[config.mk]
export PLATFORM = sky130hd
export DESIGN_NAME = bin2bcd_seq
export DESIGN_NICKNAME = d
export VERILOG_FILES = /design/src/rtl/bin2bcd_pkg.sv /design/src/rtl/bcd_add3.sv /design/src/rtl/bin2bcd_seq.sv
export SDC_FILE = /design/constraint.sdc
export NUM_CORES = 1
export LEC_CHECK = 0
export CORE_MARGIN = 2
export CORE_UTILIZATION = 54
export DETAILED_ROUTE_END_ITERATION = 10
export PLACE_DENSITY_LB_ADDON = 0.3
export SYNTH_ARGS = -nofsm -noshare
export SYNTH_HDL_FRONTEND = slang
export SYNTH_HIERARCHICAL = 1
export SYNTH_SLANG_ARGS = --single-unit
[constraint.sdc]
create_clock -name clk -period 1.6 [get_ports clk]
set_input_delay 0.4 -clock clk [delete_from_list [all_inputs] [get_ports clk]]
set_output_delay 0.4 -clock clk [all_outputs]
set_load 0.01 [all_outputs]
[src/rtl/bin2bcd_pkg.sv]
// Shared types and constants for the sequential binary-to-BCD converter.
// The optional leading-zero blanking is enabled with BIN2BCD_BLANK_EN.
package bin2bcd_pkg;

    localparam int BIN_W_DEF  = 12;
    localparam int DIGITS_DEF = 4;
    localparam int NIB_W      = 4;

    typedef enum logic [1:0] {
        IDLE  = 2'd0,
        SHIFT = 2'd1,
        DONE  = 2'd2
    } state_t;

    // True when DIGITS decimal digits can hold the largest BIN_W-bit value.
    function automatic bit digits_ok(input int bin_w, input int digits);
        longint p10;
        longint max_bin;
        p10 = 1;
        for (int i = 0; i < digits; i++) begin
            p10 = p10 * 10;
        end
        max_bin = (longint'(1) << bin_w) - 1;
        return p10 > max_bin;
    endfunction

endpackage

[src/rtl/bcd_add3.sv]
// Double-dabble nibble corrector: adds 3 to a BCD digit of 5 or more.
// An input digit is at most 9, so the 4-bit sum never carries out.
module bcd_add3
    import bin2bcd_pkg::*;
(
    input  logic [NIB_W-1:0] i_nib,
    output logic [NIB_W-1:0] o_nib
);

    assign o_nib = (i_nib >= 4'd5) ? (i_nib + 4'd3) : i_nib;

endmodule

[src/rtl/bin2bcd_seq.sv]
// Iterative double-dabble converter: one binary bit per clock, start/busy/done handshake.
// Define BIN2BCD_BLANK_EN to register leading-zero blank flags alongside bcd_out.
module bin2bcd_seq
    import bin2bcd_pkg::*;
#(
    parameter int BIN_W  = BIN_W_DEF,
    parameter int DIGITS = DIGITS_DEF
) (
    input  logic                  clk,
    input  logic                  reset_n,
    input  logic                  start,
    input  logic [BIN_W-1:0]      bin_in,
    output logic                  busy,
    output logic                  done,
    output logic [4*DIGITS-1:0]   bcd_out,
    output logic [DIGITS-1:0]     blank_mask
);

    localparam int CNT_W = $clog2(BIN_W + 1);
    localparam int BCD_W = 4 * DIGITS;
    localparam int SR_W  = BCD_W + BIN_W;
    localparam logic [CNT_W-1:0] CNT_LOAD = CNT_W'(BIN_W);
    localparam logic [CNT_W-1:0] CNT_ONE  = CNT_W'(1);

    generate
        if (!digits_ok(BIN_W, DIGITS)) begin : g_bad_digits
            $error("bin2bcd_seq: DIGITS too small to represent 2**BIN_W-1");
        end
    endgenerate

    state_t             r_state;
    logic [SR_W-1:0]    r_shift;
    logic [CNT_W-1:0]   r_cnt;
    logic               r_busy;
    logic               r_done;
    logic [BCD_W-1:0]   r_bcd;

    logic [SR_W-1:0]    w_corr;
    logic [SR_W-1:0]    w_shift_next;
    logic [BCD_W-1:0]   w_bcd_next;
    logic               w_last_shift;

    // Binary field passes through untouched; every BCD nibble is corrected before the shift.
    assign w_corr[BIN_W-1:0] = r_shift[BIN_W-1:0];

    generate
        for (genvar g = 0; g < DIGITS; g++) begin : g_add3
            bcd_add3 u_add3 (
                .i_nib (r_shift[BIN_W + 4*g +: 4]),
                .o_nib (w_corr[BIN_W + 4*g +: 4])
            );
        end
    endgenerate

    assign w_shift_next = w_corr << 1;
    assign w_bcd_next   = w_shift_next[SR_W-1 -: BCD_W];
    assign w_last_shift = (r_state == SHIFT) && (r_cnt == CNT_ONE);

    // The result is captured on the final shift so bcd_out is already valid
    // in the cycle where done is high (the DONE state).
    always_ff @(posedge clk or negedge reset_n) begin
        if (!reset_n) begin
            r_state <= IDLE;
            r_shift <= '0;
            r_cnt   <= '0;
            r_busy  <= 1'b0;
            r_done  <= 1'b0;
            r_bcd   <= '0;
        end else begin
            // NOTE: non-blocking assignments so every register sees the pre-edge values of the others.
            r_done <= 1'b0;
            case (r_state)
                IDLE: begin
                    if (start) begin
                        r_shift <= {{BCD_W{1'b0}}, bin_in};
                        r_cnt   <= CNT_LOAD;
                        r_busy  <= 1'b1;
                        r_state <= SHIFT;
                    end
                end
                SHIFT: begin
                    r_shift <= w_shift_next;
                    r_cnt   <= r_cnt - CNT_ONE;
                    if (w_last_shift) begin
                        r_bcd   <= w_bcd_next;
                        r_done  <= 1'b1;
                        r_state <= DONE;
                    end
                end
                DONE: begin
                    r_busy  <= 1'b0;
                    r_state <= IDLE;
                end
                default: begin
                    r_busy  <= 1'b0;
                    r_state <= IDLE;
                end
            endcase
        end
    end

    assign busy    = r_busy;
    assign done    = r_done;
    assign bcd_out = r_bcd;

`ifdef BIN2BCD_BLANK_EN
    logic [DIGITS-1:0] r_blank;
    logic [DIGITS-1:0] w_blank_next;
    logic              w_run;

    // Walk down from the top digit; digit 0 is never blanked so zero shows as "0".
    always_comb begin
        w_blank_next = '0;
        w_run        = 1'b1;
        for (int i = DIGITS - 1; i >= 1; i--) begin
            w_run           = w_run && (w_bcd_next[4*i +: 4] == 4'd0);
            w_blank_next[i] = w_run;
        end
    end

    always_ff @(posedge clk or negedge reset_n) begin
        if (!reset_n) begin
            r_blank <= '0;
        end else if (w_last_shift) begin
            r_blank <= w_blank_next;
        end
    end

    assign blank_mask = r_blank;
`else
    assign blank_mask = '0;
`endif

endmodule

==> results of run 1 <==
## how the worst max path moves through the flow
stage	endpoint
after detailed placement	r_cnt[3]
after CTS	bcd_out[3]
final	bcd_out[3]
after floorplan	bcd_out[10]
after global routing	bcd_out[3]
after global placement	r_cnt[3]
## area by class of cell
type                            count  area [µm²]
Clock buffer                        6        82.6
Fill cell                         346        1510
Sequential cell                    52        1300
Clock inverter                      2        10.0
Multi-Input combinational cell    146        1160
Inverter                           11        41.3
Timing Repair Buffer               47         488
Tap cell                           54        67.6
## metal layers
layer	vias up	routed length [µm]
met5	-	0
met4	0	68
met3	5	166
met2	37	2110
met1	820	2190
li1	833	-
## where the power goes
part / internal [µW] / switching [µW] / total [µW]
Clock: 346 / 426 / 772
Combinational: 1720 / 1470 / 3200
Sequential: 1920 / 465 / 2380
## registers in the layout (all words and copies together), names as in the netlist
name	count
bcd_out	16
r_cnt	4
r_shift	28
busy	1
done	1
r_state	2
## layout by cell type, fill, tap and decap left out, drive strengths merged, types with 4 or more instances in the layout
cell type and instances:
buf 15, mux2 16, a22o 16, dlygate4sd2 15, ha 10, nand2 29
clkdlybuf4s50 13, xnor2 4, inv 11, dfrtp 52, nand2b 8, clkbuf 7
conb 4, nor2b 4, o21ai 21, mux2i 13, a21oi 5, nor2 8
## stage by stage
| stage | TNS, ns | setup WS (ns) | utilization, % | power (µW) | cell area (µm²) |
|---|---|---|---|---|---|
| finish | 0 | 0.0455 | 67.6 | 6350 | 3150 |
| global route | -0.0919 | -0.0184 | 67.6 | 6880 | 3150 |
| CTS | 0 | 0.00680 | 65.6 | 6230 | 3060 |
| detailed placement | 0 | 0.0349 | 64.0 | 5560 | 2980 |
| global placement | 0 | 0.0591 | 64.0 | 5460 | 2980 |
| floorplan | 0 | 0.101 | - | 4580 | 2580 |
## repair_timing
| item | 4_1_cts | 5_1_grt |
|---|---|---|
| pin swaps | 0 | 2 |
| cloned | 0 | 1 |
| setup endpoints to repair | 15 | 20 |
| resized for setup | 15 | 15 |
| hold buffers | 0 | 0 |
| setup buffers | 0 | 3 |
==> reports/results.ini, run 1 <==
[detailed_routing]
finalWirelength_um=4540
drc=0
ant_nets=0
via_per_inst=5.33
vias=1695
first_iter_violations=99
wire_per_inst_um=14.3
drt_pass1_iterations=4

[timing]
finClkSkew_ns=0.00735
fmax_mhz=643
slew_viol_final=0
period_minus_slack_ns=1.55
period_share_pct=97.2
finalHoldViolations=0
whs_ns=0.0301
setup_viol=0

[critical_path]
crit_required_ns=1.79
r2r_cells=6
worst-path-stages=6
slowest_stage=dfrtp_1
cp-end-kind=flip-flop
crit_family=flip-flops
cp_slowest_stage_delay_ns=0.40
critical_path_class=reg2reg
startpoint=r_cnt[1]
ff2ff_setup_slack_ns=0.05
r2r_end=bcd_out[3]
cp_max_fo=4
crit_chain=inv_2 > ha_4 > nand4bb_4 > nor2_8 > buf_6 > mux2_2
cp.arrival_ns=1.75
r2r_start=r_cnt[1]
crit_buf_inv=2
startpoint_type=flip-flop

[power_and_ir_drop]
p_per_area_mw_per_mm2=2020
p_leak_uw=0.00159
worst_ir_drop_vdd_mv=1.22

[synth]
synth.avg_cell_area_um2=11.7
yosysWarnings=6
synth.cell_area_mm2=0.00257
synthCells=220

[hold_path]
hold_path_class=in2async

[cells_and_area]
diodes=0
finalNonFillerCells=318
nNetsFinal=288
drive_gt1_share_pct=20.5
synthToLayoutAreaGrowth_pct=22.6

[grt]
grt_pass1_wl_um=7590
grtUsageMet1_pct=26.2
grt_usage_pct=18.9
antenna_found_initial=0
grt_use_met2_pct=29.0
overflow=0
gr-usage-met3_pct=4.56
grt_pass1_vias=1628
grt_max_degree=24
top_usage_layer=met2

[place]
dpl.hpwl_um=3060
place_congestion=0.742
port_buffers=32
dp_cells=306

[die]
die_w_um=73.0
row_count=25
dieArea_mm2=0.00532
start_util_pct=55.1
core_mm2=0.00466
fp.dieH_um=73.0
pin_count=37

[flow_run]
cap_violations=0

[clocking]
cts_buffers=5
h-tree-depth=2
clockBufferDepth=2
path_clk_slew_ns=0.09
cts.sink_count=52
cts_root_buf=clkbuf_8
clk_latency_ns=0.31
cts_tree=done

[run_status]
status=finished, final reports clean

Note: power is estimated with default switching activity, not from simulation.
==> inputs of run 2 (changes only) <==
Settings changed: SYNTH_HIERARCHICAL 1 to unset.
==> run 2 against run 1 <==
Against the previous run: routed wire length rose by 8.7%; worst hold slack improved by 0.025 ns; via count rose by 12%; die area fell by 1.0%; combinational power fell by 6.3%; cell area fell by 0.20%; critical endpoint is now done; largest cell class unchanged.
==> reports/results.ini, run 2 <==
[run_status]
status=finished, final reports clean

[synth]
synth.avg_cell_area_um2=10.2
synth-main-ff-cell=dfrtp_1
synth.cell_area_mm2=0.00254
ys_ff_latch=52
synthMostInstantiatedCell=dfrtp_1
synth.largest_area_cell=dfrtp_1
synth.distinct_cells=32
ys_seq_area_share_pct=51.2
yosysWarnings=0
synth.area.top_cells=dfrtp_1 (51%), ha_1 (4.9%), o21ai_0 (4.9%), nand2_1 (4.1%), a21oi_1 (3.5%)
yosysTopAreaCellShare_pct=51.2
synthCells=249
synth_edf_count=0
synthArstFlopShare_pct=100
synth_top_cells_by_count=dfrtp_1 (52), nand2_1 (28), o21ai_0 (25), a21oi_1 (18), o21ai_1 (14)

[timing]
period_share_pct=98.4
period_minus_slack_ns=1.57
finalHoldViolations=0
whs_ns=0.0547
fmax_mhz=635
rsz0062_at_grt=yes
slew_viol_final=0
finClkSkew_ns=0.0120
setup_viol=0
setup-tns-final_ns=0

[grt]
grt_max_degree=53
grt_usage_pct=20.5
grt_pass1_wl_um=8410
overflow=0
antenna_found_initial=0
grt_pass1_vias=1848

[cells_and_area]
synthToLayoutAreaGrowth_pct=23.7
largest_reg_flops=28
final_cell_mix=dfrtp_1 (52), nand2_1 (28), o21ai_0 (25)
nNetsFinal=315
diodes=0
drive_gt1_share_pct=14.1
regMostFlops=r_shift
layout_commonest_cell=dfrtp_1

[critical_path]
crit_required_ns=1.20
cp.arrival_ns=1.17
startpoint_type=flip-flop
crit_family=buffers and inverters
cp_slowest_stage_delay_ns=0.53
crit_chain=clkdlybuf4s50_1
cp_max_fo=1
cp-end-kind=primary output
crit_buf_inv=1
critical_path_class=reg2out
slowest_stage=clkdlybuf4s50_1

[hold_path]
hold_path_class=in2async

[power_and_ir_drop]
power_uw=6340
p_leak_uw=0.00155
worst_ir_drop_vdd_mv=0.840
p_per_area_mw_per_mm2=2020

[detailed_routing]
first_iter_violations=142
vias=1892
drt_pass1_iterations=4
wire_per_inst_um=14.4
drc=0
ant_nets=0
via_per_inst=5.52
finalWirelength_um=4940

[die]
die_w_um=72.6
core_mm2=0.00444
fp.dieH_um=72.6
start_util_pct=57.2
dieArea_mm2=0.00527
row_count=24
pin_count=37

[clocking]
cts_hold_buf=0
h-tree-depth=2
clockBufferDepth=2
cts_tree=done
cts.sink_count=52
clk_latency_ns=0.31
cts_root_buf=clkbuf_8
path_clk_slew_ns=0.10
cts_buffers=5

[flow_run]
cap_violations=0

[place]
dpl.hpwl_um=3350
place_congestion=0.751
port_buffers=32

==> run 2: path summary, 6_finish.rpt <==
kind	start	endpoint	slack, ns	cells past startpoint
worst max-delay path	done	done	0.03	1
worst min-delay path	reset_n	busy	0.05	2
worst max register to register	r_shift[13]	bcd_out[2]	0.07	6
worst min register to register	bcd_out[8]	bcd_out[8]	0.48	2
max in group asynchronous	reset_n	r_shift[6]	1.29	2
min in group clk	bcd_out[8]	bcd_out[8]	0.48	2
==> run 2: power by group <==
group | internal, µW | switching [µW]
Sequential | 1890 | 473
Combinational | 1470 | 1530
Clock | 552 | 432
==> run 2: final cells by class <==
cell class / instances / area [µm²]
Multi-Input combinational cell: 172 / 1160
Fill cell: 325 / 1300
Clock buffer: 7 / 96.3
Inverter: 13 / 51.3
Clock inverter: 1 / 30.0
Sequential cell: 52 / 1300
Tap cell: 52 / 65.1
Timing Repair Buffer: 46 / 443
==> run 2: timing repair <==
item / in CTS / in global routing
pin swaps: 0 / 5
setup endpoints to repair: 12 / 13
setup buffers: 0 / 2
gates resized for setup: 12 / 12
==> run 2: metal layers <==
layer | wire length, µm | vias up | track usage [%]
li1 | - | 927 | -
met1 | 2380 | 930 | 26.9
met2 | 2390 | 29 | 34.1
met3 | 126 | 6 | 4.28
met4 | 44 | 0 | 6.38
met5 | 0 | - | 0
==> run 2: logic make-up (layout without fill, tap and decap cells) <==
kind of cell	Yosys count	count (layout)	synth area share, %
AO/OA/AOI/OAI	74	74	16.7
multiplexers	15	15	6.65
AND/OR/NAND/NOR	65	65	13.6
buffers and inverters	28	67	5.37
XOR/XNOR	4	4	1.38
adder cells (fa/ha/maj)	10	10	4.92
other	1	4	0.148
flip-flops	52	52	51.2
==> run 2: per-stage QoR <==
step / utilization, % / setup slack (ns) / instances / instance area [µm²]
floorplan: - / 0.175 / 252 / 2550
global placement: 66.8 / 0.0146 / 333 / 2970
detailed placement: 66.8 / -0.0406 / 333 / 2970
CTS: 69.3 / 0.0000124 / 341 / 3080
global route: 70.7 / -0.0102 / 343 / 3140
finish: 70.7 / 0.0256 / 343 / 3140
